File: src/rtl/fetch_unit.sv
// Instruction fetch unit: single-outstanding imem requester feeding a
// first-word fall-through prefetch FIFO of {pc, word} with redirect flush.
module fetch_unit #(
  parameter int          DEPTH    = 4,
  parameter logic [31:0] RESET_PC = 32'h0
) (
  input  logic        clock,
  input  logic        reset_n,
  output logic        imem_req,
  output logic [31:0] imem_addr,
  input  logic        imem_ack,
  input  logic [31:0] imem_rdata,
  input  logic        redirect,
  input  logic [31:0] redirect_pc,
  output logic        inst_valid,
  output logic [31:0] inst,
  output logic [31:0] inst_pc,
  input  logic        inst_ready
);

  localparam int AW = $clog2(DEPTH);
  localparam int CW = AW + 1;

  typedef enum logic [1:0] {
    IDLE,
    REQ,
    FLUSH
  } state_e;

  state_e         state_q, state_d;
  logic [CW-1:0]  count_q, count_d, count_nx;
  logic [AW-1:0]  rptr_q, rptr_d;
  logic [AW-1:0]  wptr_q, wptr_d;
  logic [31:0]    fpc_q, fpc_d;
  logic [31:0]    addr_q, addr_d;
  logic [31:0]    pc_mem   [DEPTH];
  logic [31:0]    word_mem [DEPTH];
  logic           push, pop, space;

  // Space is judged on the occupancy after this cycle's push/pop,
  // so a new request never overcommits the buffer.
  assign pop      = inst_valid & inst_ready & ~redirect;
  assign count_nx = count_q + CW'(push) - CW'(pop);
  assign space    = count_nx < CW'(DEPTH);

  always_ff @(posedge clock) begin
    if (!reset_n) state_q <= IDLE;
    else          state_q <= state_d;
  end

  always_comb begin
    state_d = state_q;
    unique case (state_q)
      IDLE: begin
        if (!redirect && space) state_d = REQ;
      end
      REQ: begin
        if (redirect)      state_d = imem_ack ? REQ : FLUSH;
        else if (imem_ack) state_d = space ? REQ : IDLE;
      end
      FLUSH: begin
        if (imem_ack) state_d = REQ;
      end
      default: state_d = IDLE;
    endcase
  end

  always_comb begin
    imem_req  = (state_q != IDLE);
    imem_addr = addr_q;
    push      = (state_q == REQ) & imem_ack & ~redirect;
  end

  always_comb begin
    fpc_d  = fpc_q;
    addr_d = addr_q;
    if (redirect)  fpc_d = redirect_pc;
    else if (push) fpc_d = fpc_q + 32'd1;
    // FLUSH keeps presenting the stale address until it is acked.
    if (state_d == REQ) addr_d = fpc_d;
    if (redirect) begin
      count_d = '0;
      rptr_d  = '0;
      wptr_d  = '0;
    end else begin
      count_d = count_nx;
      rptr_d  = rptr_q + AW'(pop);
      wptr_d  = wptr_q + AW'(push);
    end
  end

  always_ff @(posedge clock) begin
    if (!reset_n) begin
      count_q <= '0;
      rptr_q  <= '0;
      wptr_q  <= '0;
      fpc_q   <= RESET_PC;
      addr_q  <= RESET_PC;
    end else begin
      count_q <= count_d;
      rptr_q  <= rptr_d;
      wptr_q  <= wptr_d;
      fpc_q   <= fpc_d;
      addr_q  <= addr_d;
    end
  end

  always_ff @(posedge clock) begin
    if (push) begin
      pc_mem[wptr_q]   <= fpc_q;
      word_mem[wptr_q] <= imem_rdata;
    end
  end

  assign inst_valid = (count_q != '0);
  assign inst       = word_mem[rptr_q];
  assign inst_pc    = pc_mem[rptr_q];

endmodule

File: config.mk
export PLATFORM = sky130hd
export DESIGN_NAME = fetch_unit
export DESIGN_NICKNAME = d
export VERILOG_FILES = /design/src/rtl/fetch_unit.sv
export SDC_FILE = /design/constraint.sdc
export NUM_CORES = 1
export LEC_CHECK = 0
export CAP_MARGIN = 20
export CORE_ASPECT_RATIO = 0.9
export CORE_MARGIN = 8
export CORE_UTILIZATION = 45
export CTS_CLUSTER_SIZE = 40
export DETAILED_ROUTE_END_ITERATION = 16
export GPL_ROUTABILITY_DRIVEN = 0
export GPL_TIMING_DRIVEN = 1
export PLACE_DENSITY = 0.78
export SLEW_MARGIN = 20
export SYNTH_ARGS = -nofsm -noshare
export SYNTH_HDL_FRONTEND = slang
export SYNTH_SLANG_ARGS = --single-unit
File: constraint.sdc
create_clock -name clock -period 7.3 [get_ports clock]
set_input_delay 1.825 -clock clock [delete_from_list [all_inputs] [get_ports clock]]
set_output_delay 1.825 -clock clock [all_outputs]
set_load 0.01 [all_outputs]
# Word level (Yosys, flattened, before mapping)
# Memories as Yosys holds them, arrays and structs flattened. A register that Yosys moved wholly into a read port is not among the register bits.
# Cells that the tools add are included.
# Widths: inputs -> output; s select.
# totals
mem_bits_rw	256
in_bits	69
output_inout_bits	98
word_cells	42
mem_count	2
register_bits	73
# classes
mux	13
n_addsub	5
eq_ne	3
n_reduce_logical	6
bitwise_logic	6
order_cmp	1
# mem_list
memory	depth	width	read_ports	rd_clocked_by_memory_dff	write_ports	line	source
pc_mem	4	32	1	1	1	36	logic [31:0] pc_mem [DEPTH];
word_mem	4	32	1	1	1	37	logic [31:0] word_mem [DEPTH];
# ops
op	n
$mux 32	2
$add 32x1->32 const B	1
$mux 2	7
$pmux 2 s3	1
$add 2x1->2	2
$and 1x1->1	4
$eq 2x1->1 const B	2
$add 3x1->3	1
$lt 3x3->1 const B	1
$mux 1	3
$reduce_bool 3->1	1
$sub 3x1->3	1
$eq 2x2->1 const B	1
$logic_not 2->1	1
$not 1->1	2
$reduce_bool 2->1	1
$reduce_or 2->1	1
$logic_and 1x1->1	1
$logic_not 1->1	1

# Depth between registers and ports, before layout
# Gate-level depths: netlist of run 1.
# logic_depth
word_depth	11
mapped_depth	13
ltp_nobuf	10

# Least setup slack after synthesis of run 1
# Ideal clock, no wire load.
# synth_path
path_type	input to register
from	input redirect
to	memory pc_mem[1][0] (enable)
cell_stages	3
path_slack_ns	-0.113
arrival_ns	6.835
required_time_ns	6.722
path_cell_list	nand4bb_1 buf_2 nor3b_1
# synth_between
elab_chain_cells	4
# synth_rtl
item	line	source
from (decl)	13	input logic redirect,
$not 1->1	71	push = (state_q == REQ) & imem_ack & ~redirect;
$and 1x1->1	71	
$mux 1	109	if (push) begin
$mux 1 (not written as such)	110	pc_mem[wptr_q] <= fpc_q;
to (decl)	36	
# No other way between the ends.

# Final worst setup path of run 1
# layout_path
from	input imem_ack
to	register addr_q[11], in the netlist imem_addr[11]
# layout_between
elab_chain_cells	10
elab_cells_between_ends	16
cone_classes	add/sub: 2; order compare: 1; eq/ne: 1; mux: 9; bitwise: 2; reduce/logical: 1
# layout_rtl
item	line	source
from (decl)	11	input logic imem_ack,
$and 1x1->1 (2 in a row)	71	
$add 3x1->3	43	assign count_nx = count_q + CW'(push) - CW'(pop);
$sub 3x1->3	43	
$lt 3x3->1	44	assign space = count_nx < CW'(DEPTH);
$mux 1	59	else if (imem_ack) state_d = space ? REQ : IDLE;
$mux 2	59	
$mux 2	58	if (redirect) state_d = imem_ack ? REQ : FLUSH;
$pmux 2 s3	53	unique case (state_q)
$eq 2x1->1	80	if (state_d == REQ) addr_d = fpc_d;
to (signal assigned)	104	addr_q <= addr_d;
to (decl)	35	logic [31:0] addr_q, addr_d;
# Parallel ways exist; a longest one is shown, timed or not.
# A chain may end at the register's enable or synchronous reset.

==> Implementation_results.wiki, run 1 <==
{| class="wikitable"
! Metric !! Value
|-
| Share of synthesized area spent on multiplexers || 12.0%
|-
| Power after layout || 3.95 mW
|-
| Minimum hold slack || 0.478 ns
|-
| Number of input and output port buffers inserted || 166
|-
| Placed instance count || 1,253
|-
| Root cell of the clock tree || sky130_fd_sc_hd__clkbuf_16
|-
| Clock tree from TritonCTS || built
|-
| Sequential share of the synthesized area || 71.1%
|-
| Final setup violation count || 0
|-
| Critical path launch point type || input pin
|-
| Share of final-layout standard cells stronger than drive strength 1 || 15.9%
|-
| Mapped Area || 12,900 sq um
|-
| Final wirelength || 28.6 mm
|-
| HPWL after detailed placement || 18.1 mm
|-
| First-pass DRT Iterations || 5
|-
| Initial core utilization || 45.9%
|-
| Post-layout utilization of the core || 57.0%
|-
| Hold buffer count at CTS || 0
|-
| Post-synth ARST share || 0%
|-
| Pwr Density || 247 nW/um^2
|-
| Post-CTS sizing || 0
|-
| Floorplan die area || 34,300 sq um
|-
| Number of sinks handled by clock tree synthesis || 329
|-
| Post-layout instance count excluding filler cells || 1,314
|-
| Routed vias/inst || 5.69
|-
| Largest family of logic cells by synthesized area || multiplexers
|-
| Clk Latency, worst-skew pair || 0.52 ns
|-
| Antenna violation net count after detailed routing || 0
|-
| Number of flops mapped to enable cells by yosys || 256
|-
| Area grow syn2layout || 24.2%
|-
| Total via count after detailed routing || 7,482
|-
| Post-detailed-route DRC marker count || 0
|-
| Worst min-delay path class || register to register
|-
| Outcome || completed
|-
| Post-Place Worst Slack || 1.62 ns
|-
| Worst-case headroom to the max-slew limit || 30.8%
|-
| Max-cap violation count || 0
|-
| Post-Layout Inst Area || 16,000 sq um
|-
| Number of setup buffers added after CTS || 0
|-
| Cell with the most instances after synthesis || sky130_fd_sc_hd__edfxtp_1
|-
| Peak ir drop on the vdd network || 0.129 mV
|-
| Top sig layer || met4
|-
| Slowest cell on crit path || sky130_fd_sc_hd__a2bb2oi_2
|-
| Area leader, netlist || sky130_fd_sc_hd__edfxtp_1
|-
| Antenna violations before repair || 0
|-
| Worst setup margin || 2.08 ns
|-
| XOR/XNOR share of the synthesized area || 1.14%
|-
| Pleak || 5.26 nW
|-
| Data arrival, critical path || 5.69 ns
|-
| Clock slew at reported path FFs || 0.07 ns
|-
| Number of buffers on the longest clock path || 3
|-
| Routed len/inst || 21.8 um
|-
| Synth Register Bits || 329
|-
| Final critical delay including setup and external delays || 5.22 ns
|-
| Clock buffers created by TritonCTS || 34
|-
| Post-Route Setup TNS || 0 ns
|-
| Met1 layer wirelength in the final routing || 12.6 mm
|-
| Maximum number of pins on one net before global-route repair || 69
|-
| Core region area || 28,000 sq um
|-
| Leading cell types by total area after synthesis || sky130_fd_sc_hd__edfxtp_1 60%, sky130_fd_sc_hd__dfxtp_1 11%, sky130_fd_sc_hd__mux4_2 11%
|-
| Mean instance size in the synthesized netlist || 17.0 sq um
|-
| Total routing resource utilization after global routing || 16.3%
|-
| Cell breakdown of the critical path || clkdlybuf4s50_1, nand3b_1, xnor2_1, nor2_1, ha_1, fa_1, xor3_1, a21oi_1, a2bb2oi_2, buf_4, and3_1, a21o_1
|-
| Net count after synthesis || 830
|-
| Post-synth top cells || 256 x sky130_fd_sc_hd__edfxtp_1, 73 x sky130_fd_sc_hd__dfxtp_1, 64 x sky130_fd_sc_hd__mux4_2, 31 x sky130_fd_sc_hd__nand2_1, 29 x sky130_fd_sc_hd__nor2_1
|-
| Met2 routed WL || 13.4 mm
|-
| Number of levels the H-tree was split into || 2
|-
| Least-Margin Pin Slew || 1.04 ns
|-
| Critical setup path kind || input pin to register
|-
| Fraction of synthesized cell area taken by the top area cell type || 59.8%
|-
| Row cnt || 58
|-
| Number of failing hold endpoints at the final stage || 0
|-
| Highest achievable clock rate || 0.192 GHz
|-
| Pins over their slew limit || 0
|-
| Post-synth top flop || sky130_fd_sc_hd__edfxtp_1
|-
| Crit path capture type || register
|-
| Crit-path max cell delay || 0.71 ns
|-
| Standard cell area after detailed placement || 14,900 sq um
|-
| Number of nets in the layout || 1,002
|-
| Post-synthesis cell type count || 56
|-
| RSZ-0062 raised after global routing || no
|-
| First-pass GRT wire length || 44.3 mm
|-
| Required time of the worst setup path || 7.77 ns
|-
| Fraction of the mapped netlist area in compound gates || 4.99%
|-
| # IOs || 167
|-
| Number of global-route vias before repair || 7,687
|-
| Top fanout value on the critical path || 23
|-
| Routed wl met3 || 2.28 mm
|-
| GRT Residual Overflow || 0
|-
| Simple-gate portion of the synthesized area || 8.77%
|-
| Synthesized-area fraction occupied by adder cells || 0.448%
|-
| Die X || 194 um
|-
| Yosys synthesis warning count || 0
|-
| Period utilization || 71.5%
|-
| Antenna diode count || 0
|-
| Setup skew after layout || 0.0342 ns
|-
| Number of standard cells after synthesis || 757
|-
| Floorplan die height || 176 um
|-
| Initial detailed-routing violation count || 619
|}
[layout make-up]
class / instances / area, sq um
fillers: 2124 / 12000
flip-flops and latches: 329 / 9160
multi-input cells: 380 / 3560
repair buffers: 173 / 1700
clock buffers: 45 / 972
well taps: 360 / 450
clock inverters: 16 / 96.3
inverters: 11 / 41.3
[routing by layer]
layer / global-route usage [%] / vias to the layer above
met4: 3.66 / 0
met5: 0 / -
met3: 4.05 / 38
li1: - / 3364
met2: 26.5 / 315
met1: 22.2 / 3765
[layout by cell type (no fill, tap or decap), types with 8 or more instances in the layout]
master,count
sky130_fd_sc_hd__nand3_1,27
sky130_fd_sc_hd__nor2_1,28
sky130_fd_sc_hd__nor4_1,10
sky130_fd_sc_hd__mux4_2,64
sky130_fd_sc_hd__o31ai_1,15
sky130_fd_sc_hd__edfxtp_1,256
sky130_fd_sc_hd__and2_1,10
sky130_fd_sc_hd__o21ai_0,20
sky130_fd_sc_hd__clkbuf_8,8
sky130_fd_sc_hd__a21oi_1,13
sky130_fd_sc_hd__nor3_1,9
sky130_fd_sc_hd__clkbuf_16,34
sky130_fd_sc_hd__nand2b_1,11
sky130_fd_sc_hd__nor2b_1,10
sky130_fd_sc_hd__inv_1,11
sky130_fd_sc_hd__nand2_1,31
sky130_fd_sc_hd__clkdlybuf4s50_1,164
sky130_fd_sc_hd__nand4_1,10
sky130_fd_sc_hd__a21boi_0,9
sky130_fd_sc_hd__dfxtp_1,71
sky130_fd_sc_hd__and3_1,12
[state kept, by name (all words and copies together) (netlist names)]
register and flops:
count_q 3, fpc_q 32, imem_addr 32, pc_mem 128
rptr_q 2, state_q 2, word_mem 128, wptr_q 2
[path summary, 6_finish.rpt]
check | from | endpoint | slack, ns | cells after the start
max | imem_ack | imem_addr[11] | 2.08 | 12
min | imem_addr[5] | imem_addr[5] | 0.48 | 2
max reg2reg | state_q[0] | imem_addr[11] | 3.50 | 11
min reg2reg | imem_addr[5] | imem_addr[5] | 0.48 | 2
[critical path: cells and delay by family]
kind,cells,cell delay [ns]
buffers and inverters,2,1.00
xor gates and xnor gates,2,0.53
adders and majority gates,2,0.56
AOI/OAI and AO/OA,3,1.02
and+or+nand+nor,3,0.73
[cell families (layout without fill, tap and decap cells)]
family	count (synthesis)	in the layout
compound gates	92	92
xor+xnor	15	15
fa+ha+maj	4	4
buf+inv	48	245
flops	329	329
mux	74	74
simple gates	195	195
[where the power goes]
part / internal (mW) / leakage [nW] / switching (mW)
Combinational: 0.111 / 1.80 / 0.102
Clock: 0.941 / 0.532 / 0.697
Sequential: 2.06 / 2.93 / 0.0442
Total: 3.11 / 5.26 / 0.843
Power figures use the tool's default switching activity.
==> run 2, diff against run 1 <==
==> constraint.sdc (replaced) <==
create_clock -name clock -period 4.3 [get_ports clock]
set_input_delay 1.075 -clock clock [delete_from_list [all_inputs] [get_ports clock]]
set_output_delay 1.075 -clock clock [all_outputs]
set_load 0.01 [all_outputs]
==> Implementation_results.wiki, run 2 (same netlist as run 1, synthesis figures left out) <==
{| class="wikitable"
! Metric !! Value
|-
| Period utilization || 82.6%
|-
| Worst-case headroom to the max-slew limit || 44.5%
|-
| Footprint of the multi-input gates || 3560 sq um
|-
| Least-Margin Pin Slew || 0.825 ns
|-
| Slowest cell on crit path || sky130_fd_sc_hd__mux4_2
|-
| Worst hold path depth || 2
|-
| Crit path buf inv count || 2
|-
| Hold buffer count at CTS || 0
|-
| Top delay family on crit path || buffers and inverters
|-
| Flop2flop setup slack || 1.40 ns
|-
| Max-cap violation count || 0
|-
| Root cell of the clock tree || sky130_fd_sc_hd__clkbuf_16
|-
| Post-CTS sizing || 0
|-
| Antenna violations before repair || 0
|-
| Worst min-delay path class || register to register
|-
| Total via count after detailed routing || 7,531
|-
| Routed vias/inst || 5.65
|-
| Pleak || 5.39 nW
|-
| Standard cell area after detailed placement || 15,100 sq um
|-
| Share of final-layout standard cells stronger than drive strength 1 || 17.3%
|-
| Critical path launch point type || register
|-
| Top Registers || pc_mem: 128 flops, word_mem: 128 flops
|-
| Number of sinks handled by clock tree synthesis || 329
|-
| Post-layout utilization of the core || 58.0%
|-
| Final setup violation count || 0
|-
| Pins over their slew limit || 0
|-
| Peak ir drop on the vdd network || 0.242 mV
|-
| Post-Layout Inst Area || 16,200 sq um
|-
| Number of levels the H-tree was split into || 2
|-
| Post-detailed-route DRC marker count || 0
|-
| Number of fillers in the final layout || 2,104
|-
| RSZ-0062 raised after global routing || no
|-
| Area grow syn2layout || 26.3%
|-
| Most common cell after layout, fill and taps aside || sky130_fd_sc_hd__edfxtp_1
|-
| Required time of the worst setup path || 3.22 ns
|-
| Initial detailed-routing violation count || 503
|-
| Clk Latency, worst-skew pair || 0.51 ns
|-
| Post-Route Setup TNS || 0 ns
|-
| Crit-path max cell delay || 0.58 ns
|-
| Initial core utilization || 45.9%
|-
| Top fanout value on the critical path || 14
|-
| Data arrival, critical path || 2.48 ns
|-
| Die X || 194 um
|-
| First-pass GRT wire length || 45.5 mm
|-
| Clock slew at reported path FFs || 0.06 ns
|-
| Core region area || 28,000 sq um
|-
| Crit path capture type || output port
|-
| GRT Residual Overflow || 0
|-
| Clock group share of total power || 42.4%
|-
| Number of input and output port buffers inserted || 166
|-
| Antenna diode count || 0
|-
| Reg-to-Reg Start || count_q[1]
|-
| Highest achievable clock rate || 0.281 GHz
|-
| FF+latch area || 9160 sq um
|-
| Internal power of the cells || 5.39 mW
|-
| Combinational share of power || 5.4%
|-
| Most frequent cells in the layout || 256 x sky130_fd_sc_hd__edfxtp_1, 164 x sky130_fd_sc_hd__clkdlybuf4s50_1, 71 x sky130_fd_sc_hd__dfxtp_1
|-
| Cell breakdown of the critical path || buf_4, mux4_2, clkdlybuf4s50_1
|-
| Total routing resource utilization after global routing || 16.7%
|-
| Part of the total power dissipated in sequential elements || 52.2%
|-
| Final critical delay including setup and external delays || 3.55 ns
|-
| Power after layout || 6.82 mW
|-
| Outcome || completed
|-
| Number of failing hold endpoints at the final stage || 0
|-
| Routed len/inst || 21.7 um
|-
| HPWL after detailed placement || 19.2 mm
|-
| Final wirelength || 28.9 mm
|-
| # IOs || 167
|-
| Clock tree from TritonCTS || built
|-
| Minimum hold slack || 0.471 ns
|-
| HP Start || imem_addr[19]
|-
| Setup skew after layout || 0.0242 ns
|-
| First-pass DRT Iterations || 5
|-
| Min-Delay Endpoint || imem_addr[19]
|-
| Floorplan die area || 34,300 sq um
|-
| Switching power as a share of total power || 20.9%
|-
| Number of nets in the layout || 1,019
|-
| Number of setup buffers added after CTS || 0
|-
| R2r worst-path depth || 11
|-
| Clock buffers created by TritonCTS || 36
|-
| Floorplan die height || 176 um
|-
| Number of global-route vias before repair || 7,840
|-
| Pwr Density || 420 nW/um^2
|-
| Number of buffers on the longest clock path || 3
|-
| Antenna violation net count after detailed routing || 0
|-
| RR Endpoint || imem_addr[25]
|-
| Row cnt || 58
|-
| Critical setup path kind || register to output port
|-
| Power spent charging and discharging nets || 1.43 mW
|-
| Maximum number of pins on one net before global-route repair || 53
|}
-- run 2: cell types whose count changed in the layout (fill, tap and decap cells not counted), moves of 4 or more --
cell,before,now
sky130_fd_sc_hd__clkbuf_16,34,38
sky130_fd_sc_hd__buf_12,0,7
sky130_fd_sc_hd__buf_4,7,15
sky130_fd_sc_hd__clkbuf_8,8,4
sky130_fd_sc_hd__clkbuf_1,3,8
-- run 2: final cells by class --
| cell class | count | area share, % |
|---|---|---|
| Tap cell | 360 | 2.77 |
| Inverter | 11 | 0.254 |
| Timing Repair Buffer | 188 | 11.7 |
| Sequential cell | 329 | 56.3 |
| Multi-Input combinational cell | 380 | 21.9 |
| Clock buffer | 53 | 6.48 |
| Clock inverter | 12 | 0.493 |
-- run 2: metrics by stage --
stage / worst slack, ns / instances
after floorplan: 0.396 / 757
after global placement: 0.477 / 1268
after detailed placement: 0.441 / 1268
after CTS: 0.667 / 1333
after global routing: 0.618 / 1333
final: 0.748 / 1333
-- run 2: worst max path at each step --
stage	startpoint	endpoint	slack, ns	cells after the start
2_1_floorplan	redirect	imem_addr[26]	0.40	13
6_report	rptr_q[0]	inst_pc[4]	0.75	3
3_3_place_gp	imem_ack	imem_addr[25]	0.48	12
3_5_place_dp	imem_ack	imem_addr[27]	0.44	12
4_1_cts	rptr_q[0]	inst_pc[4]	0.67	3
5_1_grt	rptr_q[0]	inst_pc[4]	0.62	3
-- run 2: power by group through the flow --
stage / registers [mW] / clock network (mW) / logic, mW
after floorplan: 3.61 / 0 / 0.151
after global placement: 3.62 / 0 / 0.362
after detailed placement: 3.63 / 0 / 0.367
after CTS: 3.56 / 2.96 / 0.370
after global routing: 3.57 / 3.07 / 0.398
final: 3.56 / 2.89 / 0.368
-- run 2: worst reg2reg max path, cell delays in order (launching register included) --
cell                        delay [ns]
sky130_fd_sc_hd__dfxtp_1          0.35
sky130_fd_sc_hd__o31ai_1          0.37
sky130_fd_sc_hd__xnor2_1          0.17
sky130_fd_sc_hd__nor2_1           0.06
sky130_fd_sc_hd__ha_1             0.19
sky130_fd_sc_hd__fa_1             0.37
sky130_fd_sc_hd__xor3_1           0.21
sky130_fd_sc_hd__a21oi_1          0.20
sky130_fd_sc_hd__a2bb2oi_2        0.21
sky130_fd_sc_hd__buf_12           0.22
sky130_fd_sc_hd__mux2_2           0.37
sky130_fd_sc_hd__a21oi_1          0.12
-- run 2: metal layers --
metal  track usage, %  wire [um]  vias up
li1                 -          -     3406
met1             23.3      13200     3735
met3             4.13       2300       49
met2             26.3      12900      341
met4             4.17        495        0
met5                0          0        -
==> run 3, diff against run 2 <==
==> constraint.sdc (replaced) <==
create_clock -name clock -period 3.13 [get_ports clock]
set_input_delay 0.7825 -clock clock [delete_from_list [all_inputs] [get_ports clock]]
set_output_delay 0.7825 -clock clock [all_outputs]
set_load 0.01 [all_outputs]
==> Implementation_results.wiki, run 3 (same netlist as run 1, synthesis figures left out) <==
{| class="wikitable"
! Metric !! Value
|-
| Outcome || completed
|-
| Antenna violations before repair || 0
|-
| Clock buffers created by TritonCTS || 34
|-
| Floorplan die area || 34,300 sq um
|-
| HPWL after detailed placement || 19.4 mm
|-
| Internal power of the cells || 7.47 mW
|-
| R2r worst-path depth || 11
|-
| Routed len/inst || 21.6 um
|-
| Total routing resource utilization after global routing || 16.6%
|-
| Part of the total power dissipated in sequential elements || 52.2%
|-
| Number of buffers on the longest clock path || 3
|-
| Minimum hold slack || 0.478 ns
|-
| Period utilization || 97.5%
|-
| Critical setup path kind || register to output port
|-
| Global Route met2 Usage || 25.7%
|-
| Antenna diode count || 0
|-
| First-pass GRT wire length || 44.9 mm
|-
| FF+latch area || 9160 sq um
|-
| Placed instance count || 1,285
|-
| Initial core utilization || 45.9%
|-
| Post-Place Worst Slack || -0.321 ns
|-
| Footprint of the multi-input gates || 3570 sq um
|-
| Total via count after detailed routing || 7,501
|-
| Post-layout instance count excluding filler cells || 1,347
|-
| Gr busiest metal || met2
|-
| Worst hold path depth || 2
|-
| Routed vias/inst || 5.57
|-
| Share of final-layout standard cells stronger than drive strength 1 || 18.4%
|-
| Critical path launch point type || register
|-
| Maximum number of pins on one net before global-route repair || 52
|-
| GRT Residual Overflow || 0
|-
| Highest achievable clock rate || 0.328 GHz
|-
| RR Endpoint || imem_addr[1]
|-
| Fraction of met1 tracks used by global routing || 23.1%
|-
| Power after layout || 9.38 mW
|-
| Area grow syn2layout || 28.1%
|-
| Worst min-delay path class || register to register
|-
| Number of global-route vias before repair || 7,816
|-
| Floorplan die height || 176 um
|-
| Clock group share of total power || 42.3%
|-
| Power spent charging and discharging nets || 1.91 mW
|-
| Hold buffer count at CTS || 0
|-
| Number of fillers in the final layout || 2,081
|-
| Number of nets in the layout || 1,035
|-
| Number of input and output port buffers inserted || 166
|-
| First-pass DRT Iterations || 5
|-
| Clock tree from TritonCTS || built
|-
| Required time of the worst setup path || 2.35 ns
|-
| Pleak || 5.62 nW
|-
| Core region area || 28,000 sq um
|-
| Data arrival, critical path || 2.27 ns
|-
| Most common cell after layout, fill and taps aside || sky130_fd_sc_hd__edfxtp_1
|-
| Least-Margin Pin Slew || 0.803 ns
|-
| RSZ-0062 raised after global routing || no
|-
| Post-Route Setup TNS || 0 ns
|-
| Post-detailed-route DRC marker count || 0
|-
| # IOs || 167
|-
| Number of levels the H-tree was split into || 2
|-
| Root cell of the clock tree || sky130_fd_sc_hd__clkbuf_16
|-
| Worst setup margin || 0.0767 ns
|-
| Setup skew after layout || 0.0257 ns
|-
| CP Capture Point || inst_pc[8]
|-
| Antenna violation net count after detailed routing || 0
|-
| Number of failing hold endpoints at the final stage || 0
|-
| Combinational share of power || 5.5%
|-
| Final setup violation count || 0
|-
| Row cnt || 58
|-
| Most frequent cells in the layout || 256 x sky130_fd_sc_hd__edfxtp_1, 147 x sky130_fd_sc_hd__clkdlybuf4s50_1, 71 x sky130_fd_sc_hd__dfxtp_1
|-
| Final critical delay including setup and external delays || 3.05 ns
|-
| Worst-case headroom to the max-slew limit || 46.0%
|-
| Pins over their slew limit || 0
|-
| Reg-to-Reg Start || count_q[1]
|-
| Met3 track utilization from global routing || 4.28%
|-
| Flop2flop setup slack || 0.36 ns
|-
| Initial detailed-routing violation count || 522
|-
| Peak ir drop on the vdd network || 0.320 mV
|-
| Die X || 194 um
|-
| Pwr Density || 570 nW/um^2
|-
| Top Registers || pc_mem: 128 flops, word_mem: 128 flops
|-
| Switching power as a share of total power || 20.4%
|-
| Crit. Startpoint || rptr_q[0]
|-
| Top fanout value on the critical path || 11
|-
| Clock slew at reported path FFs || 0.06 ns
|-
| Final wirelength || 29.1 mm
|-
| Crit path capture type || output port
|-
| Number of sinks handled by clock tree synthesis || 329
|-
| Max-cap violation count || 0
|-
| Clk Latency, worst-skew pair || 0.50 ns
|}
## run 3: cell types whose count changed in the layout (fill, tap and decap cells not counted), moves of 2 or more
cell / previous run / this run
sky130_fd_sc_hd__buf_12: 7 / 10
sky130_fd_sc_hd__buf_4: 15 / 29
sky130_fd_sc_hd__bufinv_16: 0 / 2
sky130_fd_sc_hd__clkbuf_8: 4 / 1
sky130_fd_sc_hd__clkdlybuf4s50_1: 164 / 147
sky130_fd_sc_hd__clkinv_1: 3 / 6
sky130_fd_sc_hd__clkinv_4: 2 / 0
sky130_fd_sc_hd__dlymetal6s2s_1: 0 / 16
## run 3: cell type report
type	count	share of cell area [%]
Clock inverter	13	0.691
Multi-Input combinational cell	380	21.7
Timing Repair Buffer	206	13.0
Clock buffer	48	6.08
Inverter	11	0.251
Sequential cell	329	55.6
Tap cell	360	2.73
## run 3: worst max-delay path, cell delays in order, from the launching register on
cell	delay, ns
sky130_fd_sc_hd__dfxtp_4	0.48
sky130_fd_sc_hd__buf_12	0.20
sky130_fd_sc_hd__mux4_2	0.58
sky130_fd_sc_hd__clkdlybuf4s50_1	0.51
## run 3: how the worst min path moves through the flow
| stage | start | endpoint | slack (ns) |
|---|---|---|---|
| finish | imem_addr[10] | imem_addr[10] | 0.48 |
| global route | imem_addr[7] | imem_addr[7] | 0.49 |
| detailed placement | imem_addr[2] | imem_addr[2] | 0.47 |
| floorplan | fpc_q[31] | pc_mem[0][31] | 0.48 |
| CTS | imem_addr[3] | imem_addr[3] | 0.48 |
| global placement | imem_addr[5] | imem_addr[5] | 0.46 |
## run 3: what timing repair did
item	in CTS	in global routing
gates cloned	0	1
buffers inserted	0	0
gates resized for setup	1	16
endpoints found under the setup margin	1	6
## run 3: routing by layer
metal / vias up / part of all wire [%] / wire (um)
met1: 3737 / 46 / 13400
met2: 290 / 45 / 13100
met4: 0 / 1.9 / 539
li1: 3432 / - / -
met5: - / 0 / 0
met3: 42 / 6.9 / 2020
## run 3: metrics by stage
step	area, sq um	utilization, %
5_1_grt	16500	58.8
6_report	16500	58.8
4_1_cts	16400	58.6
3_5_place_dp	15300	54.6
3_3_place_gp	15300	54.6
2_1_floorplan	12900	-
## run 3: power groups by stage
stage                     Combinational (mW)  Clock [mW]  Sequential (mW)
after floorplan                        0.211           0             4.97
after global placement                 0.508           0             4.98
after detailed placement               0.515           0             4.98
after CTS                              0.519        4.06             4.89
after global routing                   0.556        4.23             4.90
final                                  0.515        3.97             4.89
